### src/rtl/cacheline_arbiter.sv
// Two-way arbiter sharing one cacheline adaptor between the I-cache and the D-cache.
// Optional macro CACHELINE_ARB_RR_EN selects round-robin tie-breaking; otherwise the D-cache wins ties.
module cacheline_arbiter #(
  parameter int ADDR_W  = 32,
  parameter int LINE_W  = 256,
  parameter int TIMEOUT = 1023
) (
  input  logic              clk,
  input  logic              rst,
  input  logic [ADDR_W-1:0] i_addr,
  input  logic              i_read,
  output logic [LINE_W-1:0] i_rdata,
  output logic              i_resp,
  input  logic [ADDR_W-1:0] d_addr,
  input  logic              d_read,
  input  logic              d_write,
  input  logic [LINE_W-1:0] d_wdata,
  output logic [LINE_W-1:0] d_rdata,
  output logic              d_resp,
  output logic [ADDR_W-1:0] cla_addr,
  output logic              cla_read,
  output logic              cla_write,
  output logic [LINE_W-1:0] cla_wdata,
  input  logic [LINE_W-1:0] cla_rdata,
  input  logic              cla_resp,
  output logic              arb_timeout
);

  localparam int CNT_W = $clog2(TIMEOUT + 1);
  localparam logic [CNT_W-1:0] TIMEOUT_CNT = CNT_W'(TIMEOUT);

  typedef enum logic [1:0] {IDLE, GRANT_I, GRANT_D, TURN} state_e;
  typedef enum logic {OWNER_I, OWNER_D} owner_e;

  state_e            state_q, state_d;
  owner_e            last_owner_q, last_owner_d;
  logic [CNT_W-1:0]  cnt_q, cnt_d;
  logic              timeout_q, timeout_d;
  logic [LINE_W-1:0] i_rdata_q, d_rdata_q;

  logic i_req, d_req, tie_to_d;

  assign i_req = i_read;
  assign d_req = d_read | d_write;

`ifdef CACHELINE_ARB_RR_EN
  assign tie_to_d = (last_owner_q == OWNER_I);
`else
  assign tie_to_d = 1'b1;
`endif

  // NOTE: every signal gets a default before the case so no latch is inferred.
  always_comb begin
    state_d      = state_q;
    last_owner_d = last_owner_q;
    cnt_d        = cnt_q;
    timeout_d    = timeout_q;
    case (state_q)
      IDLE: begin
        if (i_req && d_req) state_d = tie_to_d ? GRANT_D : GRANT_I;
        else if (d_req)     state_d = GRANT_D;
        else if (i_req)     state_d = GRANT_I;
        if (i_req || d_req) cnt_d = '0;
      end
      GRANT_I, GRANT_D: begin
        if (cla_resp) begin
          state_d      = TURN;
          last_owner_d = (state_q == GRANT_I) ? OWNER_I : OWNER_D;
        end else if (cnt_q != TIMEOUT_CNT) begin
          // Saturates at TIMEOUT; the grant itself is never aborted.
          cnt_d = cnt_q + 1'b1;
          if (cnt_d == TIMEOUT_CNT) timeout_d = 1'b1;
        end
      end
      TURN:    state_d = IDLE;
      default: state_d = IDLE;
    endcase
  end

  // Adaptor commands follow the live inputs of whichever side holds the grant.
  always_comb begin
    cla_addr  = '0;
    cla_read  = 1'b0;
    cla_write = 1'b0;
    cla_wdata = '0;
    i_resp    = 1'b0;
    d_resp    = 1'b0;
    case (state_q)
      GRANT_I: begin
        cla_addr = i_addr;
        cla_read = i_read;
        i_resp   = cla_resp;
      end
      GRANT_D: begin
        cla_addr  = d_addr;
        cla_read  = d_read;
        cla_write = d_write & ~d_read;
        cla_wdata = d_wdata;
        d_resp    = cla_resp;
      end
      default: ;
    endcase
  end

  assign i_rdata     = i_resp ? cla_rdata : i_rdata_q;
  assign d_rdata     = d_resp ? cla_rdata : d_rdata_q;
  assign arb_timeout = timeout_q;

  // NOTE: non-blocking assignments so every register samples pre-edge values.
  always_ff @(posedge clk or posedge rst) begin
    if (rst) begin
      state_q      <= IDLE;
      last_owner_q <= OWNER_I;
      cnt_q        <= '0;
      timeout_q    <= 1'b0;
      // NOTE: the line holders are reset because both rdata ports must read 0 after reset.
      i_rdata_q    <= '0;
      d_rdata_q    <= '0;
    end else begin
      state_q      <= state_d;
      last_owner_q <= last_owner_d;
      cnt_q        <= cnt_d;
      timeout_q    <= timeout_d;
      if (i_resp) i_rdata_q <= cla_rdata;
      if (d_resp) d_rdata_q <= cla_rdata;
    end
  end

endmodule

### config.mk
export PLATFORM = sky130hd
export DESIGN_NAME = cacheline_arbiter
export DESIGN_NICKNAME = d
export VERILOG_FILES = /design/src/rtl/cacheline_arbiter.sv
export SDC_FILE = /design/constraint.sdc
export NUM_CORES = 1
export LEC_CHECK = 0
export CAP_MARGIN = 20
export CELL_PAD_IN_SITES_DETAIL_PLACEMENT = 0
export CELL_PAD_IN_SITES_GLOBAL_PLACEMENT = 1
export CORE_AREA = 3 3 540 542
export DETAILED_ROUTE_END_ITERATION = 8
export DIE_AREA = 0 0 543 545
export GPL_ROUTABILITY_DRIVEN = 0
export PLACE_DENSITY = 0.3
export SETUP_SLACK_MARGIN = 0.2
export SYNTH_ARGS = -nofsm -noshare
export SYNTH_HDL_FRONTEND = slang
export SYNTH_SLANG_ARGS = --single-unit
### constraint.sdc
create_clock -name clk -period 35 [get_ports clk]
set_input_delay 7 -clock clk [delete_from_list [all_inputs] [get_ports clk]]
set_output_delay 7 -clock clk [all_outputs]
set_load 0.01 [all_outputs]
* Yosys cells after proc, flatten, opt, wreduce, memory -nomap -nowiden
Cells that the tools add are included.
W data, S select, Z words.
** Storage, ports and cells
- Latch bits :: 0
- Output and inout port bits :: 805
- Register bits after elaboration :: 525
- ROM bits :: 0
- Memories kept :: 0
- Word-level logic and storage cells :: 45
- Bits in writable memories :: 0
** Operators by class
- Multiply operators :: 0
- Div/mod/pow operators :: 0
- Bitwise logic cells :: 4
- Muxes and demuxes :: 17
- Add/subtract/negate cells :: 1
- Shift operators :: 0
- Reductions and logical operators :: 8
- Equal/unequal tests :: 10
- Order comparisons :: 0
** Operators by type and width (number)
- $mux W256 :: 3
- $pmux W32 S2 :: 1
- $mux W10 :: 3
- $pmux W10 S2 :: 1
- $add A10 B1 Y10 const B :: 1
- $eq A10 B10 Y1 const B :: 1
- $ne A10 B10 Y1 const B :: 1
- $mux W2 :: 4
- $ne A2 B2 Y1 const B :: 4
- $reduce_and A4 Y1 :: 2
- $pmux W2 S3 :: 1
- $eq A2 B2 Y1 const B :: 2
- $ne A4 B4 Y1 const B :: 1
- $mux W1 :: 3
- $eq A2 B1 Y1 const B :: 1
- $logic_not A2 Y1 :: 1
- $not A1 Y1 :: 2
- $pmux W1 S2 :: 1
- $reduce_and A2 Y1 :: 1
- $reduce_bool A2 Y1 :: 1
- $reduce_or A2 Y1 :: 1
- $and A1 B1 Y1 :: 1
- $logic_and A1 B1 Y1 :: 1
- $logic_or A1 B1 Y1 :: 1
- $or A1 B1 Y1 :: 1

* Longest topological paths before layout
Gate-level depths: netlist (run 1).
- Word-level depth :: 4
- Depth in mapped cells :: 8
- Depth with buffers taken out :: 6

* Worst setup path before layout (run 1)
Ideal clock, no wire load.
- Kind :: input -> output
- Start :: in cla_resp
- End :: out i_rdata[246]
- Setup slack :: 20.028 ns
- Stages on the path :: 5
- Data required time :: 28.000 ns
- Arrival time :: 7.972 ns
- Cell sequence :: and2_1 > buf_2 > buf_6 > buf_2 > mux2_2
** Between the ends
- Cells in the longest elaborated chain, start to end :: 2
** RTL lines
- start, declared :: RTL line 25 : input logic cla_resp,
- $mux W1 :: RTL line 88 : case (state_q)
- via i_resp :: RTL line 13 : output logic i_resp,
- $mux W256
- end, declared :: RTL line 12 : output logic [LINE_W-1:0] i_rdata,
The timed path passes the listed nets, and every way through them passes these cells.

* Worst setup path after layout (run 1)
- Start :: in cla_resp
- End :: out i_rdata[131]
** Between the ends
- Cells in the longest elaborated chain, start to end :: 2
** RTL lines (RTL line)
- $mux W1 :: 88
- $mux W256
No other way between the ends.

==> metrics, run 1 <==
Synth Area per Inst=14.24 um2; die height=545 um; leak pwr=16.15 nW; Max-cap violations=0; Total GRT Usage=14.11%; biggest area consumer among synthesized cells=dfrtp_1; Post-CTS Hold Buffers=0; post-DP HPWL=184500 um; Via density=about 2.9; VDD IR max=0.04053 mV; first-pass iteration count of the detailed router=4; first-pass GRT wire length=266200 um; worst hold path type=reg -> reg; CP top delay family=buffers and inverters; power share of the combinational group=56.9%; overall power=4.244 mW; Pint=2.600 mW; I/O pin count=around 1400; Die X=543 um; full die area=between 200000 and 300000 um2; post-layout worst setup margin=16.51 ns; CTS sink count=525; CTS H-tree lvls=3; Post-Syn Instances=~1600; top cells by count, synth=dfrtp_1, mux2_2, and2_1; initial drt markers=776; Seq/Total Area, Yosys=59.43%; Max clock buf depth=4; register area=roughly 13000 um2; GR Overflow Total=0; Least-Margin Pin Slew=1.125 ns; average wire per standard cell=roughly 32 um; Yosys reg bits=~530; filler instances=32030; post-synth top area share=approximately 60%; Core ar.=287400 um2; CTS root buf=clkbuf_16; ratio of cells with drive above 1 in the final layout=between 20% and 30%; placement-stage worst setup slack=around 16 ns; worst path bufs/invs=5; number of port buffers=1386; XOR/XNOR Fraction of Synth Area=less than 1%; post-synthesis mux area share=26.12%; Tcrit/Tclk final=52.82%; Simple-Gate Fraction of Synth Area=around a tenth; final hold viol count=0; Crit Path Class=in -> out; Power Density=a little under 100 nW/um2; Final Max Tran Viols=0; worst skew pair latency=approximately 0.8 ns; largest net degree at the start of global routing=110; number of nets still failing antenna checks after routing=0; Num CTS Buffers=84; Worst R2R Setup Slack=31.04 ns; CP Capture Type=output pin; Period minus WS final=18.49 ns; num rows=197; clock network fraction of total power=between 20% and 30%; Reg power frac=23.0%; PostCTS Resize Cnt=0; Initial Util=7.692%; total number of vias=19520; number of global-route vias before repair=21000; area taken by multi-input logic gates=8451 um2; Residual DRC=0; most common cell in the netlist=dfrtp_1; Clock transition at path regs=~0.06 ns; Layout area overhead=95.56%; main combinational cell family by area after synthesis=multiplexers; Async SR Flop Fraction=100.0%; TritonCTS clock tree=built; Synth warnings=0; Post-Syn Nets=2141; post-synthesis adder-cell area fraction=less than 1%; final cell count without fillers=6818; EDFF count, synth=0; Worst Path Required=28.00 ns; Clock Skew=0.07876 ns; Net Switching=1.644 mW; Cell Area, Synth=22110 um2; final setup fails=0; setup bufs post-CTS=0; fmax=54.09 MHz; largest cells by area after synthesis=dfrtp_1, mux2_2, and2_1; status=finished clean; Synth Area in Compound Gates=2.111%; nets@finish=3535; Switching Fraction=~39%; Critical Path Source Type=input pin; number of placed cells counting well taps=around 6600; Most used DFF post-synth=dfrtp_1; Worst EP arrival=approximately 11 ns; Crit-path slowest cell=buf_4; initial antenna violation count=190; Slowest Stage Delay on Critical Path=0.87 ns; TNS Setup=0 ns; Post-Route WL=216800 um; worst-path fanout max=109; Rel. slew slack=25.02%; post-synth cell types=48; CP Cell Sequence=clkdlybuf4s50_1, and2_4, buf_12, buf_4, buf_4, mux2_2, clkdlybuf4s50_1; unrepaired setup endpoints after global routing=false
==> state kept, by name (all words and copies together), names as in the netlist <==
signal / count
cnt_q: 10
state_q: 2
arb_timeout: 1
i_rdata_q: 256
d_rdata_q: 256
==> layer usage <==
metal | wire [um] | GRT usage [%]
met3 | 36410 | 10.34
met4 | 3874 | 2.146
met5 | 493 | 0
met1 | 84530 | 16.20
met2 | 91480 | 21.33
==> final timing paths <==
| kind | to | from | depth (start not counted) |
|---|---|---|---|
| setup / recovery | i_rdata[131] | cla_resp | 7 |
| hold / removal | i_rdata_q[32] | i_rdata_q[32] | 1 |
| setup reg to reg | d_rdata_q[37] | state_q[0] | 7 |
| hold reg to reg | i_rdata_q[32] | i_rdata_q[32] | 1 |
| max in group asynchronous | i_rdata_q[31] | rst | 4 |
| min in group asynchronous | i_rdata_q[65] | rst | 2 |
==> per-stage QoR <==
step / area [um2] / hold slack [ns] / util, %
2_1_floorplan: 22110 / 0.4728 / -
3_3_place_gp: 40420 / 0.4656 / 14.06
3_5_place_dp: 40450 / 0.4698 / 14.07
4_1_cts: 43130 / 0.4852 / 15.01
5_1_grt: 43160 / 0.4964 / 15.02
6_report: 43230 / 0.4855 / 15.04
==> power groups by stage <==
stage               clock network [mW]  registers, mW  logic, mW
floorplan                            0          0.973      0.927
global placement                     0          0.984       2.50
detailed placement                   0          0.989       2.48
CTS                              0.906          0.979       2.50
global route                     0.923           1.01       2.60
finish                           0.852          0.976       2.42
==> kinds of logic after synthesis <==
kind of cell,after synthesis
flops,525
mux,513
simple gates,334
buf+inv,112
compound gates,61
fa+ha+maj,6
xor+xnor,2
==> cells in the final DEF, fill, tap and decap left out, types with 3 or more instances in the layout <==
cell | Yosys | routed
diode_2 | 0 | 32
nor2_1 | 4 | 4
dfrtp_1 | 525 | 525
and2_1 | 257 | 256
mux2_2 | 488 | 488
nand2_1 | 12 | 11
o22a_1 | 5 | 5
a21oi_1 | 4 | 4
nor4_1 | 3 | 3
o21ai_0 | 3 | 3
clkinvlp_4 | 0 | 4
inv_1 | 9 | 8
clkinv_2 | 0 | 9
clkbuf_16 | 0 | 84
ha_1 | 6 | 3
a22oi_1 | 33 | 33
a31oi_1 | 3 | 3
clkbuf_1 | 42 | 21
mux2_1 | 24 | 24
clkbuf_8 | 0 | 15
nor2b_1 | 34 | 34
buf_4 | 15 | 22
and3_1 | 3 | 3
clkdlybuf4s50_1 | 0 | 1386
bufinv_16 | 0 | 4
nand4_1 | 3 | 3
clkinv_4 | 0 | 3
nor4b_1 | 3 | 3
==> cell type report <==
class / instances / share of cell area (%)
tap: 3781 / 10.94
inverter: 9 / 0.09550
clock buffer: 120 / 5.522
multi-input combinational: 916 / 19.55
sequential: 525 / 30.39
antenna: 32 / 0.1852
timing repair buffer: 1411 / 32.64
clock inverter: 24 / 0.6772
Note: power is estimated with default switching activity, not from simulation.
==> run 2: changes to the inputs <==
--- a/config.mk
+++ b/config.mk
@@ -8,9 +8,9 @@
 export CAP_MARGIN = 20
 export CELL_PAD_IN_SITES_DETAIL_PLACEMENT = 0
 export CELL_PAD_IN_SITES_GLOBAL_PLACEMENT = 1
-export CORE_AREA = 3 3 540 542
+export CORE_AREA = 3 3 542 544
 export DETAILED_ROUTE_END_ITERATION = 8
-export DIE_AREA = 0 0 543 545
+export DIE_AREA = 0 0 545 547
 export GPL_ROUTABILITY_DRIVEN = 0
 export PLACE_DENSITY = 0.3
 export SETUP_SLACK_MARGIN = 0.2
==> constraint.sdc (replaced) <==
create_clock -name clk -period 16.85 [get_ports clk]
set_input_delay 3.37 -clock clk [delete_from_list [all_inputs] [get_ports clk]]
set_output_delay 3.37 -clock clk [all_outputs]
set_load 0.01 [all_outputs]
==> run 2 against run 1 <==
Clock-buffer cell count grew 6; core utilization fell by 0.12 points; largest power group unchanged; critical path type unchanged; non-clock buffer count is 9 lower.
==> metrics, run 2 (synthesis gave the netlist of run 1 again) <==
I/O pin count=1387 (unchanged); overall power=8.743 mW (+110%); leak pwr=16.11 nW (-0.20%); Worst Path Required=13.48 ns (-14.52 ns); Post-Route WL=215100 um (-0.78%); Max-cap violations=0 (unchanged); Period minus WS final=between 10 and 15 ns; first-pass iteration count of the detailed router=4 (unchanged); Switching Fraction=38.31% (-0.41 points); fmax=94.30 MHz; cell area after placement=40600 um2 (+0.37%); Clock transition at path regs=0.05 ns (about the same); CP Capture Type=output pin; Via density=2.771 (-3.2%); worst-path fanout max=120 (+10%); Least-Margin Pin Slew=1.038 ns (-0.08647 ns); Num CTS Buffers=84 (unchanged); CTS root buf=clkbuf_16; number of global-route vias before repair=20570 (-2.1%); Clock Skew=0.09269 ns (+0.01393 ns); status=finished clean; average wire per standard cell=31.12 um (-2.1%); most common cell after layout, fill and taps aside=clkdlybuf4s50_1; Max clock buf depth=4 (unchanged); PostCTS Resize Cnt=0 (unchanged); number of nets still failing antenna checks after routing=0 (unchanged); full die area=298100 um2 (+0.74%); Initial Util=7.621% (-0.072 points); Residual DRC=0 (unchanged); register area=13140 um2 (unchanged); final hold viol count=0 (unchanged); Die X=545 um (+0.37%); CTS H-tree lvls=3 (unchanged); filler instances=32340 (+0.96%); ratio of cells with drive above 1 in the final layout=21.17% (-0.46 points); post-DP HPWL=184600 um (about the same); area taken by multi-input logic gates=8448 um2 (about the same); number of port buffers=1386 (unchanged); Core ar.=290100 um2 (+0.94%); Layout area overhead=95.77%; Util after Layout=14.92% (-0.12 points); clock network fraction of total power=19.9% (-0.2 points); num rows=198 (+0.51%); Reg power frac=23.2% (+0.2 points); die height=547 um (+0.37%); Total GRT Usage=13.88% (-0.22 points); final setup fails=0 (unchanged); final instance area=43280 um2 (+0.11%); total number of vias=19150 (-1.9%); largest net degree at the start of global routing=189 (+72%); CTS sink count=525 (unchanged); Tcrit/Tclk final=62.94%; Pint=5.393 mW (+110%); Rel. slew slack=30.78% (+5.8 points); nets@finish=3526 (-0.25%); Power Density=202.0 nW/um2 (+110%); Critical Path Source Type=input pin; Largest regs=d_rdata_q x256, i_rdata_q x256, cnt_q x10; Post-CTS Hold Buffers=0 (unchanged); worst skew pair latency=0.78 ns (-0.02 ns); TritonCTS clock tree=built; Net Switching=3.350 mW (+100%); commonest non-fill, non-tap cells in the layout=clkdlybuf4s50_1, dfrtp_1, mux2_2; worst hold path type=reg -> reg; unrepaired setup endpoints after global routing=false; power share of the combinational group=56.9% (about the same); initial antenna violation count=168 (-12%); Final Max Tran Viols=0 (unchanged); TNS Setup=0 ns (unchanged); first-pass GRT wire length=263400 um (-1.1%); Crit Path Class=in -> out; setup bufs post-CTS=0 (unchanged); VDD IR max=0.08583 mV (+110%); GR Overflow Total=0 (unchanged); Worst EP arrival=7.23 ns (-4.26 ns); initial drt markers=762 (-1.8%)
run 2: cell types whose count changed in the layout (fill, tap and decap cells not counted), moves of 2 or more:
cell        before  now
buf_12           1    7
clkinv_2         9   11
clkbuf_1        21   26
clkinv_8         2    0
clkinvlp_4       4    1
buf_4           22    7
diode_2         32   17
clkinv_4         3    1
run 2: layer usage:
layer / vias to the layer above / track usage (%) / wire length [um]
met5: - / 0 / 264
met4: 44 / 3.395 / 6248
met3: 340 / 8.823 / 32200
met2: 1220 / 21.71 / 93760
met1: 9351 / 15.70 / 82630
li1: 8196 / - / -
run 2: path summary, 6_finish.rpt:
kind / endpoint / from / slack, ns / cells after the start
max in group asynchronous: i_rdata_q[97] / rst / 11.27 / 6
min in group asynchronous: i_rdata_q[240] / rst / 3.05 / 2
hold / removal: arb_timeout / arb_timeout / 0.47 / 2
setup / recovery: i_rdata[179] / cla_resp / 6.25 / 6
hold reg to reg: arb_timeout / arb_timeout / 0.47 / 2
setup reg to reg: i_rdata_q[193] / state_q[1] / 13.47 / 6
run 2: power by group through the flow:
stage	clock network (mW)	registers [mW]	logic [mW]
3_5_place_dp	0	2.05	5.11
3_3_place_gp	0	2.05	5.14
5_1_grt	1.89	2.09	5.37
6_report	1.74	2.03	4.97
2_1_floorplan	0	2.02	1.93
4_1_cts	1.85	2.04	5.14
run 2: final cells by class:
type	instances	area share, %
repair buffers	1402	32.63
flip-flops and latches	525	30.35
multi-input cells	916	19.52
well taps	3900	11.27
clock buffers	126	5.617
clock inverters	17	0.4221
diodes	17	0.09829
inverters	9	0.08673
run 2: through the flow:
stage                     hold slack, ns  setup slack, ns  instances
after floorplan                   0.4728            6.346       1553
after global placement            0.4696            6.246       6750
final                             0.4708            6.245       6912
after global routing              0.4987            6.044       6900
after CTS                         0.4818            6.162       6894
after detailed placement          0.4680            6.168       6751
run 2: critical path, cell delays in order:
cell and delay, ns:
clkdlybuf4s50_1 0.65, and2_4 0.59, buf_4 0.73, buf_12 0.41
mux2_2 0.44, clkdlybuf4s50_1 0.56
